### src/rtl/jtag_mem_pkg.sv
// Shared types and constants for the JTAG memory-access data chain.
// Status bits sit directly above the read buffer in the captured word.
package jtag_mem_pkg;

  localparam int DEF_ADDR_W = 32;
  localparam int DEF_DATA_W = 32;

  typedef enum logic [1:0] {
    ST_IDLE   = 2'd0,
    ST_REQ    = 2'd1,
    ST_WAIT_R = 2'd2
  } state_t;

  function automatic int err_pos(input int data_w);
    return data_w + 1;
  endfunction

  function automatic int busy_pos(input int data_w);
    return data_w;
  endfunction

endpackage

### src/rtl/jtag_mem_access.sv
// JTAG user data chain that turns UPDATE strobes into single memory-bus
// reads or writes, with optional address auto-increment and sticky overrun flag.
module jtag_mem_access
  import jtag_mem_pkg::*;
#(
  parameter int ADDR_W = DEF_ADDR_W,
  parameter int DATA_W = DEF_DATA_W
) (
  input  logic              TCK,
  input  logic              RESET_N,
  input  logic              SEL,
  input  logic              CAPTURE,
  input  logic              SHIFT,
  input  logic              UPDATE,
  input  logic              TDI,
  output logic              TDO,
  input  logic [ADDR_W-1:0] ADDR,
  input  logic              ADDR_LD,
  input  logic              INC,
  input  logic              WR,
  output logic              MEM_REQ,
  output logic              MEM_WE,
  output logic [ADDR_W-1:0] MEM_ADDR,
  output logic [DATA_W-1:0] MEM_WDATA,
  input  logic              MEM_GNT,
  input  logic              MEM_RVALID,
  input  logic [DATA_W-1:0] MEM_RDATA,
  output state_t            dbg_state
);

  localparam int SR_W  = DATA_W + 2;
  localparam int ERR_B = err_pos(DATA_W);
  localparam logic [ADDR_W-1:0] ADDR_STEP = ADDR_W'(DATA_W / 8);

  // Bus handshake: MEM_REQ is held with stable address/data until MEM_GNT is
  // sampled high on a TCK edge; read data is taken on the edge MEM_RVALID is high.

  state_t state_q, state_d;

  logic [SR_W-1:0]   sr_q;
  logic [ADDR_W-1:0] cur_addr_q;
  logic [DATA_W-1:0] wdata_q;
  logic [DATA_W-1:0] rdbuf_q;
  logic              we_q;
  logic              err_q;

  logic upd;
  logic busy;
  logic launch;
  logic complete;
  logic set_err;
  logic clr_err;

  assign upd       = SEL & UPDATE;
  assign busy      = (state_q != ST_IDLE);
  assign TDO       = sr_q[0];
  assign dbg_state = state_q;

  always_ff @(posedge TCK or negedge RESET_N) begin
    if (!RESET_N) state_q <= ST_IDLE;
    else          state_q <= state_d;
  end

  always_comb begin
    state_d   = state_q;
    launch    = 1'b0;
    complete  = 1'b0;
    set_err   = 1'b0;
    clr_err   = 1'b0;
    MEM_REQ   = 1'b0;
    MEM_WE    = 1'b0;
    MEM_ADDR  = '0;
    MEM_WDATA = '0;
    case (state_q)
      ST_IDLE: begin
        if (upd) begin
          // A set top bit makes this UPDATE a flag-clear command only.
          if (sr_q[ERR_B]) begin
            clr_err = 1'b1;
          end else begin
            launch  = 1'b1;
            state_d = ST_REQ;
          end
        end
      end
      ST_REQ: begin
        MEM_REQ   = 1'b1;
        MEM_WE    = we_q;
        MEM_ADDR  = cur_addr_q;
        MEM_WDATA = wdata_q;
        if (MEM_GNT) begin
          if (we_q) begin
            complete = 1'b1;
            state_d  = ST_IDLE;
          end else begin
            state_d  = ST_WAIT_R;
          end
        end
        set_err = upd | (ADDR_LD & ~complete);
      end
      ST_WAIT_R: begin
        if (MEM_RVALID) begin
          complete = 1'b1;
          state_d  = ST_IDLE;
        end
        set_err = upd | (ADDR_LD & ~complete);
      end
      default: state_d = ST_IDLE;
    endcase
  end

  always_ff @(posedge TCK or negedge RESET_N) begin
    if (!RESET_N) begin
      sr_q <= '0;
    end else if (SEL && CAPTURE) begin
      sr_q <= {err_q, busy, rdbuf_q};
    end else if (SEL && SHIFT) begin
      sr_q <= {TDI, sr_q[SR_W-1:1]};
    end
  end

  always_ff @(posedge TCK or negedge RESET_N) begin
    if (!RESET_N) begin
      wdata_q <= '0;
      we_q    <= 1'b0;
    end else if (launch) begin
      wdata_q <= sr_q[DATA_W-1:0];
      we_q    <= WR;
    end
  end

  // An address load at completion wins over the auto-increment.
  always_ff @(posedge TCK or negedge RESET_N) begin
    if (!RESET_N) begin
      cur_addr_q <= '0;
    end else if (ADDR_LD && (!busy || complete)) begin
      cur_addr_q <= ADDR;
    end else if (complete && INC) begin
      cur_addr_q <= cur_addr_q + ADDR_STEP;
    end
  end

  always_ff @(posedge TCK or negedge RESET_N) begin
    if (!RESET_N) begin
      rdbuf_q <= '0;
    end else if (state_q == ST_WAIT_R && MEM_RVALID) begin
      rdbuf_q <= MEM_RDATA;
    end
  end

  always_ff @(posedge TCK or negedge RESET_N) begin
    if (!RESET_N)     err_q <= 1'b0;
    else if (set_err) err_q <= 1'b1;
    else if (clr_err) err_q <= 1'b0;
  end

endmodule
### config.mk
export PLATFORM = sky130hd
export DESIGN_NAME = jtag_mem_access
export DESIGN_NICKNAME = d
export VERILOG_FILES = /design/src/rtl/jtag_mem_pkg.sv /design/src/rtl/jtag_mem_access.sv
export SDC_FILE = /design/constraint.sdc
export NUM_CORES = 1
export LEC_CHECK = 0
export ABC_CLOCK_PERIOD_IN_PS = 3900
export CORE_MARGIN = 4
export CORE_UTILIZATION = 51
export DETAILED_ROUTE_END_ITERATION = 6
export PLACE_DENSITY = 0.8
export SLEW_MARGIN = 20
export SYNTH_ARGS = -nofsm -noshare
export SYNTH_HDL_FRONTEND = slang
export SYNTH_SLANG_ARGS = --single-unit
### constraint.sdc
create_clock -name TCK -period 3.9 [get_ports TCK]
set_input_delay 0.975 -clock TCK [delete_from_list [all_inputs] [get_ports TCK]]
set_output_delay 0.975 -clock TCK [all_outputs]
set_load 0.005 [all_outputs]
### Word-level counts from Yosys, hierarchy flattened

Index checks and enable logic that the tools add are counted.

* $add $sub $neg: 1
* equality and inequality tests: 6
* muxes and demuxes: 29
* bitwise operators: 7
* reductions and logical operators: 13

Operators by type and width (number)
* $mux 32: 4
* $mux 34: 2
* $add 32x3->32 const B: 1
* $mux 1: 15
* $mux 2: 5
* $ne 2x2->1 const B: 4
* $reduce_bool 2->1: 4
* $pmux 2 s3: 1
* $logic_and 1x1->1: 5
* $pmux 1 s2: 2
* $reduce_and 4->1: 1
* $and 1x1->1: 3
* $eq 2x1->1 const B: 1
* $eq 2x2->1 const B: 1
* $logic_not 2->1: 1
* $not 1->1: 2
* $or 1x1->1: 2
* $logic_not 1->1: 1
* $logic_or 1x1->1: 1

* register bits after elaboration: 134
* input bits: 76
* output and inout port bits: 69
* logic and storage cells: 63

### Logic depth before layout (Yosys ltp)

* word-level depth: 8
* mapped depth: 9
* gate-level depth less buffers: 7

### Least setup slack after synthesis

Ideal clock, no wire load.

* kind: register to output
* start point: register state_q[1], in the netlist dbg_state[1]
* end point: output MEM_ADDR[0]
* arrival time: 1.294 ns
* required time: 2.925 ns
* setup slack: 1.631 ns
* cell stages (with the launch flop): 6
* path buffers: 2
* cell sequence: dfrtp_1 -> inv_1 -> ha_1 -> clkbuf_1 -> clkbuf_1 -> and2_1

* cells in the longest elaborated chain, start to end: 2

Ends and longest elaborated chain
* start, declared: RTL line jtag_mem_access.sv:38 `state_t state_q, state_d;`
* start signal, assigned: RTL line jtag_mem_access.sv:61 `else state_q <= state_d;`
* $eq 2x1->1: RTL line jtag_mem_access.sv:74 `case (state_q)`
* $mux 32: RTL line jtag_mem_access.sv:74
* end, declared: RTL line jtag_mem_access.sv:23 `output logic [ADDR_W-1:0] MEM_ADDR,`

Every way passes these cells.

### Final worst setup path

* start point: register state_q[1], in the netlist dbg_state[1]
* end point: output MEM_ADDR[6]

The elaborated chain is that of the path after synthesis.

==> results_dict.tcl <==
set metrics [dict create \
    status "finished, final reports clean" \
    critPathLaunchType "flip-flop" \
    cts_hold_buf 0 \
    initial_core_util_pct 52.2 \
    cts_sinks 134 \
    placed_cells 898 \
    whs_path_depth 2 \
    drt-total-wl_um 16800 \
    vdd_drop_max_v 0.000453 \
    rows 41 \
    setup_viol 0 \
    grt_max_degree 90 \
    fin_skew_ns 0.00513 \
    rsz0062_at_grt "no" \
    drc 0 \
    post-route-util_pct 70.0 \
    drive_above_1_share_pct 16.1 \
    syn_area_mm2 0.00659 \
    dr.pass1.iters 5 \
    max-clock-path-buffers 2 \
    final_cell_count_no_fill 931 \
    r2r_cells 8 \
    place.gp.congestion 0.910 \
    dieArea_mm2 0.0148 \
    io_pins 145 \
    numCtsBuffers 17 \
    yosysWarnings 0 \
    final.min_clock_period_ns 3.39 \
    post_drt_via_cell_ratio 5.55 \
    fin_tns_setup_ns 0 \
    relSlewSlack_pct 44.1 \
    crit_path_end_kind "output pin" \
    yosysUniqueCellTypes 53 \
    r2r_end "cur_addr_q[21]" \
    cts-htree-levels 4 \
    drv_slew 0 \
    insertion_delay_ns 0.42 \
    drt_iter0_drc 423 \
    cts_setup_buffers 0 \
    syn_nets 689 \
    clock.fmax_ghz 0.295 \
    wl_per_cell_um 18.1 \
    drv_cap 0 \
    post-route-period-util_pct 86.8 \
    ys_seq_elements 134 \
    grt_pass1_wl_um 27000 \
    p_leak_nw 3.84 \
    final_nets 826 \
    coreArea_mm2 0.0126 \
    antenna_found_initial 0 \
    hold_viol_final 0 \
    die_w_um 122 \
    synthArstFlopShare_pct 100 \
    synthCells 608 \
    hpwl_um 11700 \
    hold_end "cur_addr_q[0]" \
    grt_pass1_vias 5384 \
    synth_flop_cell "dfrtp_1" \
    grt_remaining_overflow 0 \
    cp_max_fo 40 \
    hold_ws_ns 0.481 \
    cp.arrival_ns 2.41 \
    worst_ep_required_time_ns 2.92 \
    syn_avg_cell_area_um2 10.8 \
    yosysSeqAreaShare_pct 50.9 \
    port_buffers 144 \
    cts_root_buf "clkbuf_16" \
    synth_edf_count 0 \
    num_vias 5164 \
    power_density_mw_per_mm2 711 \
    path_clk_slew_ns 0.05 \
    die_h_um 122 \
    r2r_start "dbg_state[1]" \
    area_delta_synth_final_pct 33.9 \
    cts_resized 0 \
    ant_nets 0 \
    cts_tree "done" \
    worstHoldStart "cur_addr_q[0]" \
    worst_pin_slew_ns 0.839 \
    hp-class "flip-flop to flip-flop" \
    r2r_slack_ns 0.65 \
    track_usage_pct 23.5 \
    worst-setup-path-type "flip-flop to output pin" \
]
Yosys cell counts (all sizes together), types with 7 or more instances:
master  count  area [µm²]
and3        8        50.1
nand2      72         280
mux2       66         743
nand3      12        65.1
mux2i      32         320
dfrtp     134        3350
o22ai       7        43.8
and2       72         452
a21oi      15        82.6
o21ai      50         250
buf        12        60.1
clkbuf     24        90.1
nor2       12        45.0
xnor2      13         114
nor4       10         118
inv         8        30.0
cell type report:
type,instances,area [µm²]
antenna,1,2.50
clock buffer,22,464
clock inverter,10,146
fill,952,3790
inverter,8,30.0
multi-input combinational,430,3070
sequential,134,3350
tap,172,215
timing repair buffer,154,1540
registers in the layout, indices dropped and copies added (netlist names):
name        count
dbg_state       2
sr_q           34
wdata_q        32
we_q            1
err_q           1
cur_addr_q     32
rdbuf_q        32
placed cells by master (no fill, tap or decap), types with 8 or more instances in the layout:
cell type and instances:
and3_1 8, clkbuf_16 17, nand3_1 11, nand2_1 69, a21oi_1 13, mux2i_1 32
and2_1 71, o21ai_0 43, inv_1 8, dfrtp_1 134, nor2_1 12, buf_4 8
mux2_2 66, clkdlybuf4s50_1 143, xnor2_1 13
stage by stage:
step / setup WS, ns / instance area [µm²] / power (mW)
global placement: 0.642 / 8220 / 4.52
floorplan: 1.63 / 6590 / 3.60
global route: 0.341 / 8830 / 6.66
finish: 0.513 / 8830 / 6.28
CTS: 0.463 / 8830 / 6.32
detailed placement: 0.549 / 8220 / 4.64
routing by layer:
| metal | track usage [%] | vias to the layer above | part of all wire, % |
|---|---|---|---|
| li1 | - | 2419 | - |
| met1 | 29.2 | 2527 | 41 |
| met2 | 38.4 | 194 | 49 |
| met3 | 7.34 | 24 | 7.3 |
| met4 | 9.73 | 0 | 1.9 |
| met5 | 0 | - | 0 |
worst max-delay path by stage:
stage / start / to / depth (start not counted)
floorplan: dbg_state[1] / MEM_ADDR[0] / 5
global placement: MEM_GNT / cur_addr_q[21] / 6
detailed placement: MEM_GNT / cur_addr_q[21] / 6
CTS: dbg_state[1] / MEM_ADDR[6] / 5
global route: dbg_state[1] / MEM_WDATA[31] / 5
finish: dbg_state[1] / MEM_ADDR[6] / 5
where the power goes:
part	total (mW)	internal [mW]	switching, mW	leakage (nW)
logic	2.14	1.23	0.919	1.87
clock network	1.63	1.04	0.589	0.295
registers	2.50	1.99	0.507	1.68
total	6.28	4.26	2.02	3.84
cell families after synthesis:
kind of cell / after synthesis / share of synthesized area (%)
fa+ha+maj: 5 / 0.949
xor+xnor: 17 / 2.26
buf+inv: 44 / 2.73
flops: 134 / 50.9
mux: 98 / 16.1
simple gates: 210 / 17.9
compound gates: 100 / 9.13
critical path: stages, from the launching register on:
cell and delay (ns):
dfrtp_1 0.39, inv_1 0.12, ha_2 0.54, buf_12 0.25, and2_1 0.16, clkdlybuf4s50_1 0.52
(Power assumes the default switching activity.)
